[config.mk]
export PLATFORM = sky130hd
export DESIGN_NAME = alu_op_sequencer
export DESIGN_NICKNAME = d
export VERILOG_FILES = /design/src/rtl/alu_ctrl_pkg.sv /design/src/rtl/alu_op_decode.sv /design/src/rtl/alu_op_sequencer.sv
export SDC_FILE = /design/constraint.sdc
export NUM_CORES = 1
export LEC_CHECK = 0
export ABC_AREA = 1
export CORE_ASPECT_RATIO = 0.9
export CORE_UTILIZATION = 45
export DETAILED_ROUTE_END_ITERATION = 10
export GPL_TIMING_DRIVEN = 0
export PLACE_DENSITY = 0.73
export REMOVE_ABC_BUFFERS = 1
export SETUP_SLACK_MARGIN = 0.15
export SLEW_MARGIN = 30
export SYNTH_ARGS = -nofsm -noshare
export SYNTH_HDL_FRONTEND = slang
export SYNTH_SLANG_ARGS = --single-unit
export TNS_END_PERCENT = 20
[constraint.sdc]
create_clock -name clk -period 1.7 [get_ports clk]
set_input_delay 0.255 -clock clk [delete_from_list [all_inputs] [get_ports clk]]
set_output_delay 0.255 -clock clk [all_outputs]
set_load 0.005 [all_outputs]
[src/rtl/alu_ctrl_pkg.sv]
// -----------------------------------------------------------------------------
// alu_ctrl_pkg
//   Shared types and constants for the EX-stage ALU control path.
//   - op_e      : 5-bit operation codes driven to the ALU / MDU
//   - state_e   : sequencer FSM states
//   - ALUOP_*   : main-decoder alu_op field values
//   - F7_*      : funct7 patterns that select base / alternate / RV32M ops
//   - base_op() : funct3 -> base integer op (funct7 = 0000000 semantics)
//   - is_mdu()  : true for ops executed by the multiply/divide unit
// -----------------------------------------------------------------------------
package alu_ctrl_pkg;

    typedef enum logic [4:0] {
        OP_AND    = 5'h00,
        OP_OR     = 5'h01,
        OP_ADD    = 5'h02,
        OP_XOR    = 5'h03,
        OP_SLL    = 5'h04,
        OP_SRL    = 5'h05,
        OP_SUB    = 5'h06,
        OP_SRA    = 5'h07,
        OP_SLT    = 5'h08,
        OP_SLTU   = 5'h09,
        OP_PASSB  = 5'h0A,
        OP_BEQ    = 5'h10,
        OP_BNE    = 5'h11,
        OP_BLT    = 5'h14,
        OP_BGE    = 5'h15,
        OP_BLTU   = 5'h16,
        OP_BGEU   = 5'h17,
        OP_MUL    = 5'h18,
        OP_MULH   = 5'h19,
        OP_MULHSU = 5'h1A,
        OP_MULHU  = 5'h1B,
        OP_DIV    = 5'h1C,
        OP_DIVU   = 5'h1D,
        OP_REM    = 5'h1E,
        OP_REMU   = 5'h1F
    } op_e;

    typedef enum logic {
        ST_IDLE = 1'b0,
        ST_BUSY = 1'b1
    } state_e;

    localparam logic [1:0] ALUOP_MEM    = 2'b00;
    localparam logic [1:0] ALUOP_BRANCH = 2'b01;
    localparam logic [1:0] ALUOP_ARITH  = 2'b10;
    localparam logic [1:0] ALUOP_PASSB  = 2'b11;

    localparam logic [6:0] F7_BASE   = 7'b0000000;
    localparam logic [6:0] F7_ALT    = 7'b0100000;
    localparam logic [6:0] F7_MULDIV = 7'b0000001;

    // Integer op selected by funct3 when funct7 carries no modifier.
    function automatic op_e base_op(input logic [2:0] funct3);
        op_e op;
        case (funct3)
            3'b000:  op = OP_ADD;
            3'b001:  op = OP_SLL;
            3'b010:  op = OP_SLT;
            3'b011:  op = OP_SLTU;
            3'b100:  op = OP_XOR;
            3'b101:  op = OP_SRL;
            3'b110:  op = OP_OR;
            default: op = OP_AND;
        endcase
        return op;
    endfunction

    // MDU ops occupy the 0x18..0x1F block.
    function automatic logic is_mdu(input op_e op);
        return (op[4:3] == 2'b11);
    endfunction

endpackage

[src/rtl/alu_op_decode.sv]
// -----------------------------------------------------------------------------
// alu_op_decode
//   Pure combinational decode of the ALU control fields.
//   Ports:
//     alu_op     in  2  main-decoder class (mem / branch / arith / passb)
//     is_imm     in  1  1 = I-type arithmetic
//     funct7     in  7  instr[31:25]
//     funct3     in  3  instr[14:12]
//     operation  out 5  decoded op (ADD whenever the encoding is illegal)
//     illegal    out 1  encoding not recognised
//     multicycle out 1  op is executed by the MDU
//   Parameter ENABLE_M: nonzero decodes funct7=0000001 R-type as RV32M.
// -----------------------------------------------------------------------------
module alu_op_decode
    import alu_ctrl_pkg::*;
#(
    parameter int ENABLE_M = 1
) (
    input  logic [1:0] alu_op,
    input  logic       is_imm,
    input  logic [6:0] funct7,
    input  logic [2:0] funct3,
    output op_e        operation,
    output logic       illegal,
    output logic       multicycle
);

    op_e  dec_op;
    logic bad;

    always_comb begin
        dec_op = OP_ADD;
        bad    = 1'b0;
        case (alu_op)
            ALUOP_MEM: begin
                dec_op = OP_ADD;
            end
            ALUOP_PASSB: begin
                dec_op = OP_PASSB;
            end
            ALUOP_BRANCH: begin
                // funct3 010/011 are unassigned in the branch space.
                if (funct3 == 3'b010 || funct3 == 3'b011) begin
                    bad = 1'b1;
                end else begin
                    dec_op = op_e'({2'b10, funct3});
                end
            end
            default: begin
                if (is_imm) begin
                    // funct7 is immediate data except for the shift encodings.
                    case (funct3)
                        3'b001: begin
                            if (funct7 == F7_BASE) dec_op = OP_SLL;
                            else                   bad    = 1'b1;
                        end
                        3'b101: begin
                            if (funct7 == F7_BASE)     dec_op = OP_SRL;
                            else if (funct7 == F7_ALT) dec_op = OP_SRA;
                            else                       bad    = 1'b1;
                        end
                        default: begin
                            // ADDI ignores bit 30: never SUB.
                            dec_op = base_op(funct3);
                        end
                    endcase
                end else begin
                    case (funct7)
                        F7_BASE: begin
                            dec_op = base_op(funct3);
                        end
                        F7_ALT: begin
                            if (funct3 == 3'b000)      dec_op = OP_SUB;
                            else if (funct3 == 3'b101) dec_op = OP_SRA;
                            else                       bad    = 1'b1;
                        end
                        F7_MULDIV: begin
                            if (ENABLE_M != 0) dec_op = op_e'({2'b11, funct3});
                            else               bad    = 1'b1;
                        end
                        default: begin
                            bad = 1'b1;
                        end
                    endcase
                end
            end
        endcase
    end

    assign illegal    = bad;
    assign operation  = bad ? OP_ADD : dec_op;
    assign multicycle = !bad && is_mdu(dec_op);

endmodule

[src/rtl/alu_op_sequencer.sv]
// -----------------------------------------------------------------------------
// alu_op_sequencer
//   Registered, valid/ready-handshaked ALU control decode for the EX stage.
//   Single-cycle ops appear one cycle after accept; MUL*/DIV* ops pulse
//   mdu_start, hold the stage for MUL_LAT / DIV_LAT cycles, then present the
//   result. flush drops any in-flight op and pulses mdu_abort if the MDU was
//   busy.
//   Ports:
//     clk, reset          clock, synchronous active-high reset
//     flush               pipeline flush (highest priority)
//     in_valid/in_ready   request handshake
//     alu_op,is_imm,
//     funct7,funct3       decode fields
//     out_valid/out_ready result handshake
//     operation [OP_W]    op code (bits above [4] are zero)
//     illegal,multicycle  decode flags
//     mdu_start,mdu_abort one-cycle MDU control pulses
// -----------------------------------------------------------------------------
module alu_op_sequencer
    import alu_ctrl_pkg::*;
#(
    parameter int OP_W     = 5,
    parameter int ENABLE_M = 1,
    parameter int MUL_LAT  = 2,
    parameter int DIV_LAT  = 32
) (
    input  logic            clk,
    input  logic            reset,
    input  logic            flush,
    input  logic            in_valid,
    output logic            in_ready,
    input  logic [1:0]      alu_op,
    input  logic            is_imm,
    input  logic [6:0]      funct7,
    input  logic [2:0]      funct3,
    output logic            out_valid,
    input  logic            out_ready,
    output logic [OP_W-1:0] operation,
    output logic            illegal,
    output logic            multicycle,
    output logic            mdu_start,
    output logic            mdu_abort
);

    localparam int MAX_LAT = (MUL_LAT > DIV_LAT) ? MUL_LAT : DIV_LAT;
    localparam int CNT_W   = $clog2(MAX_LAT + 1);

    // Counter preload values: the accept cycle itself counts as one.
    localparam logic [CNT_W-1:0] MUL_CNT = CNT_W'(MUL_LAT - 1);
    localparam logic [CNT_W-1:0] DIV_CNT = CNT_W'(DIV_LAT - 1);

    op_e  dec_op;
    logic dec_illegal;
    logic dec_multicycle;

    alu_op_decode #(
        .ENABLE_M (ENABLE_M)
    ) u_decode (
        .alu_op     (alu_op),
        .is_imm     (is_imm),
        .funct7     (funct7),
        .funct3     (funct3),
        .operation  (dec_op),
        .illegal    (dec_illegal),
        .multicycle (dec_multicycle)
    );

    state_e           state_reg,      state_next;
    logic [CNT_W-1:0] cnt_reg,        cnt_next;
    logic             out_valid_reg,  out_valid_next;
    op_e              op_reg,         op_next;
    logic             illegal_reg,    illegal_next;
    logic             multi_reg,      multi_next;
    logic             mdu_start_reg,  mdu_start_next;
    logic             mdu_abort_reg,  mdu_abort_next;

    logic             accept;
    logic [CNT_W-1:0] lat_cnt;

    // A new request is taken only when idle, the output slot is free (or
    // being drained this cycle), and no flush is in progress.
    assign in_ready = (state_reg == ST_IDLE) && (!out_valid_reg || out_ready) && !flush;
    assign accept   = in_valid && in_ready;

    // funct3[2] splits the MDU block into MUL* (0) and DIV*/REM* (1).
    assign lat_cnt  = dec_op[2] ? DIV_CNT : MUL_CNT;

    always_comb begin
        state_next     = state_reg;
        cnt_next       = cnt_reg;
        out_valid_next = out_valid_reg;
        op_next        = op_reg;
        illegal_next   = illegal_reg;
        multi_next     = multi_reg;
        mdu_start_next = 1'b0;
        mdu_abort_next = 1'b0;

        if (flush) begin
            out_valid_next = 1'b0;
            state_next     = ST_IDLE;
            cnt_next       = '0;
            mdu_abort_next = (state_reg == ST_BUSY);
        end else begin
            case (state_reg)
                ST_IDLE: begin
                    if (accept) begin
                        op_next      = dec_op;
                        illegal_next = dec_illegal;
                        multi_next   = dec_multicycle;
                        if (dec_multicycle) begin
                            mdu_start_next = 1'b1;
                            if (lat_cnt == '0) begin
                                // Single-cycle MDU: result ready like a plain op.
                                out_valid_next = 1'b1;
                            end else begin
                                out_valid_next = 1'b0;
                                state_next     = ST_BUSY;
                                cnt_next       = lat_cnt;
                            end
                        end else begin
                            out_valid_next = 1'b1;
                        end
                    end else if (out_valid_reg && out_ready) begin
                        out_valid_next = 1'b0;
                    end
                end
                ST_BUSY: begin
                    cnt_next = cnt_reg - CNT_W'(1);
                    if (cnt_reg == CNT_W'(1)) begin
                        out_valid_next = 1'b1;
                        state_next     = ST_IDLE;
                    end
                end
                default: begin
                    state_next = ST_IDLE;
                end
            endcase
        end
    end

    always_ff @(posedge clk) begin
        if (reset) begin
            state_reg     <= ST_IDLE;
            cnt_reg       <= '0;
            out_valid_reg <= 1'b0;
            op_reg        <= OP_AND;
            illegal_reg   <= 1'b0;
            multi_reg     <= 1'b0;
            mdu_start_reg <= 1'b0;
            mdu_abort_reg <= 1'b0;
        end else begin
            state_reg     <= state_next;
            cnt_reg       <= cnt_next;
            out_valid_reg <= out_valid_next;
            op_reg        <= op_next;
            illegal_reg   <= illegal_next;
            multi_reg     <= multi_next;
            mdu_start_reg <= mdu_start_next;
            mdu_abort_reg <= mdu_abort_next;
        end
    end

    assign out_valid  = out_valid_reg;
    assign illegal    = illegal_reg;
    assign multicycle = multi_reg;
    assign mdu_start  = mdu_start_reg;
    assign mdu_abort  = mdu_abort_reg;

    generate
        if (OP_W > 5) begin : g_op_pad
            assign operation = {{(OP_W-5){1'b0}}, op_reg};
        end else begin : g_op_exact
            assign operation = op_reg;
        end
    endgenerate

endmodule

==> impl_results.md <==
- CP endpoint kind: register
- Clock sink count: 17
- Synthesized flop and latch total: 17
- Number of diodes: 0
- Area delta synth->final: 30.9%
- FF-to-FF setup slack: 0.38 ns
- CP arrival: 1.68 ns
- Port-buffer cells: 28
- Wire length per cell: 11.2 um
- CTS tree: built
- Hold WS: 0.469 ns
- Power per cell area: 488 nW/um^2
- FP Rows: 17
- Outcome: finished, violations left
- Root buf cell: clkbuf_4
- Sequential area share after synthesis: 0.271
- Clock latency on the worst-skew pair: 0.29 ns
- Max reg flops: 6
- Syn_area_per_cell: 6.38 um^2
- Detailed Route WL: 2.87 mm
- Fin. max-slew vios: 0
- DP Cell Count: 250
- Ports: 29
- CP max FO: 5
- Yosys top cell area share: 0.271
- Worst IR drop on VDD: 0.000382 V
- Detailed Place HPWL: 2.20 mm
- RSZ-0062 raised after global routing: yes
- Fin crit share: 0.878
- Die Y: 52.2 um
- Max Cap Viol: 0
- Final hold violation count: 0
- Fin nets: 250
- Final core occ: 0.645
- Clock buffer depth: 2
- CP required: 1.89 ns
- Share of cells above drive strength 1: 0.157
- Number of global-route vias before repair: 1190
- Total Routing Usage GR: 0.212
- DRC viols: 2
- Antenna Violating Nets Remaining: 0
- Synth unique cells: 30
- Largest cells by area after synthesis: dfxtp_1, nand2_1, a21oi_1, nand3_1, inv_1
- Placer Congestion: 0.894
- First-pass GRT wire length: 4.92 mm
- # setup viols final: 0
- Drt pass-1 iters: 7
- Worst slew margin: 0.755
- Die area: 3010 um^2
- Layout Skew: 0.00226 ns
- Post-Syn Instances: 197
- Count leader, synth: nand2_1
- Die width: 57.7 um
- Cts bufs inserted: 3
- Tmin final: 1.49 ns
- Initial antenna violation count: 0
- EDFF count, synth: 0
- Startpoint Class: input pin
- Setup CP Type: in2reg
- Post-synth top flop: dfxtp_1
- Initial core utilization: 0.493
- Depth of the worst register-to-register path: 6
- Largest net degree at the start of global routing: 13
- Fin cells: 257
- Asr flop ratio synth: 0
- Actual slew at the worst max-slew pin: 0.366 ns
- Hold Crit Class: reg2reg
- Reg clk slew, reported paths: 0.09 ns
- Highest Clock Rate: 670 MHz
- Dominant cell type by area after synthesis: dfxtp_1
- WHS Path Cells: 2
- Yosys warnings: 0
- DR iter-0 viols: 69
- Vias per Instance: 5.21
- Gr ovfl total: 0
- Violated checks: design-rule violations
- Core area: 2550 um^2
- Vias: 1340
- Leakage power: 0.766 nW
- Post-Syn Area: 1260 um^2
- H-tree depth: 1
- Post-synth top cells: nand2_1, inv_1, a21oi_1
cell usage in the layout, fill, tap and decap left out, drive strengths merged:
cell type / count
nand2: 49
inv: 31
nor2: 27
a21oi: 23
nand3: 23
clkdlybuf4s50: 21
dfxtp: 17
o21ai: 12
dlymetal6s2s: 6
clkbuf: 4
buf: 3
nand4: 3
ha: 2
or2: 2
clkinv: 1
nor3: 1
nand3b: 1
a31oi: 1
o31ai: 1
clkdlybuf4s15: 1
final cells by class:
| type | count | area (um^2) |
|---|---|---|
| well taps | 28 | 35.0 |
| multi-input cells | 145 | 800 |
| clock buffers | 4 | 26.3 |
| inverters | 32 | 125 |
| fillers | 257 | 906 |
| repair buffers | 31 | 318 |
| flip-flops and latches | 17 | 343 |
worst paths after layout:
check        startpoint          to
max           funct7[3]  cnt_reg[5]
min reg2reg  cnt_reg[5]  cnt_reg[5]
min          cnt_reg[5]  cnt_reg[5]
max reg2reg   state_reg  cnt_reg[1]
layer usage:
layer  global-route usage  wire (um)
met5                    0          0
met3               0.0572        185
met4               0.0635         25
met1                0.280       1350
met2                0.339       1300
cell families (layout without fill, tap and decap cells):
kind of cell,count (synthesis),in the layout,share of synthesized area
flops,17,17,0.271
compound gates,37,37,0.159
fa+ha+maj,2,2,0.0199
buf+inv,35,67,0.110
simple gates,106,106,0.440
where the power goes:
group	total [mW]	internal (mW)	switching, mW
combinational	0.181	0.0823	0.0991
clock	0.213	0.0914	0.121
sequential	0.410	0.406	0.00407
critical path, cell delays in order:
cell             delay (ns)
clkdlybuf4s50_1        0.44
nor2_4                 0.17
nand2_2                0.11
nor2_4                 0.15
o21ai_1                0.11
a21oi_2                0.20
nand2_2                0.12
nand2_1                0.08
a21oi_1                0.05
metrics by stage:
stage / total power, mW / worst slack [ns] / area [um^2] / setup TNS (ns)
CTS: 0.810 / 0.153 / 1600 / 0
finish: 0.804 / 0.207 / 1650 / 0
floorplan: 0.506 / 0.435 / 1240 / 0
detailed placement: 0.595 / -0.158 / 1560 / -1.24
global route: 0.851 / 0.137 / 1650 / 0
global placement: 0.594 / -0.160 / 1560 / -1.20
repair_timing:
action                                  in CTS  in global routing
endpoints found under the setup margin       1                 14
resized for setup                            3                 14
buffers inserted                             2                  1
pin swaps                                    1                  4
hold buffers                                 0                  0
(Power assumes the default switching activity.)
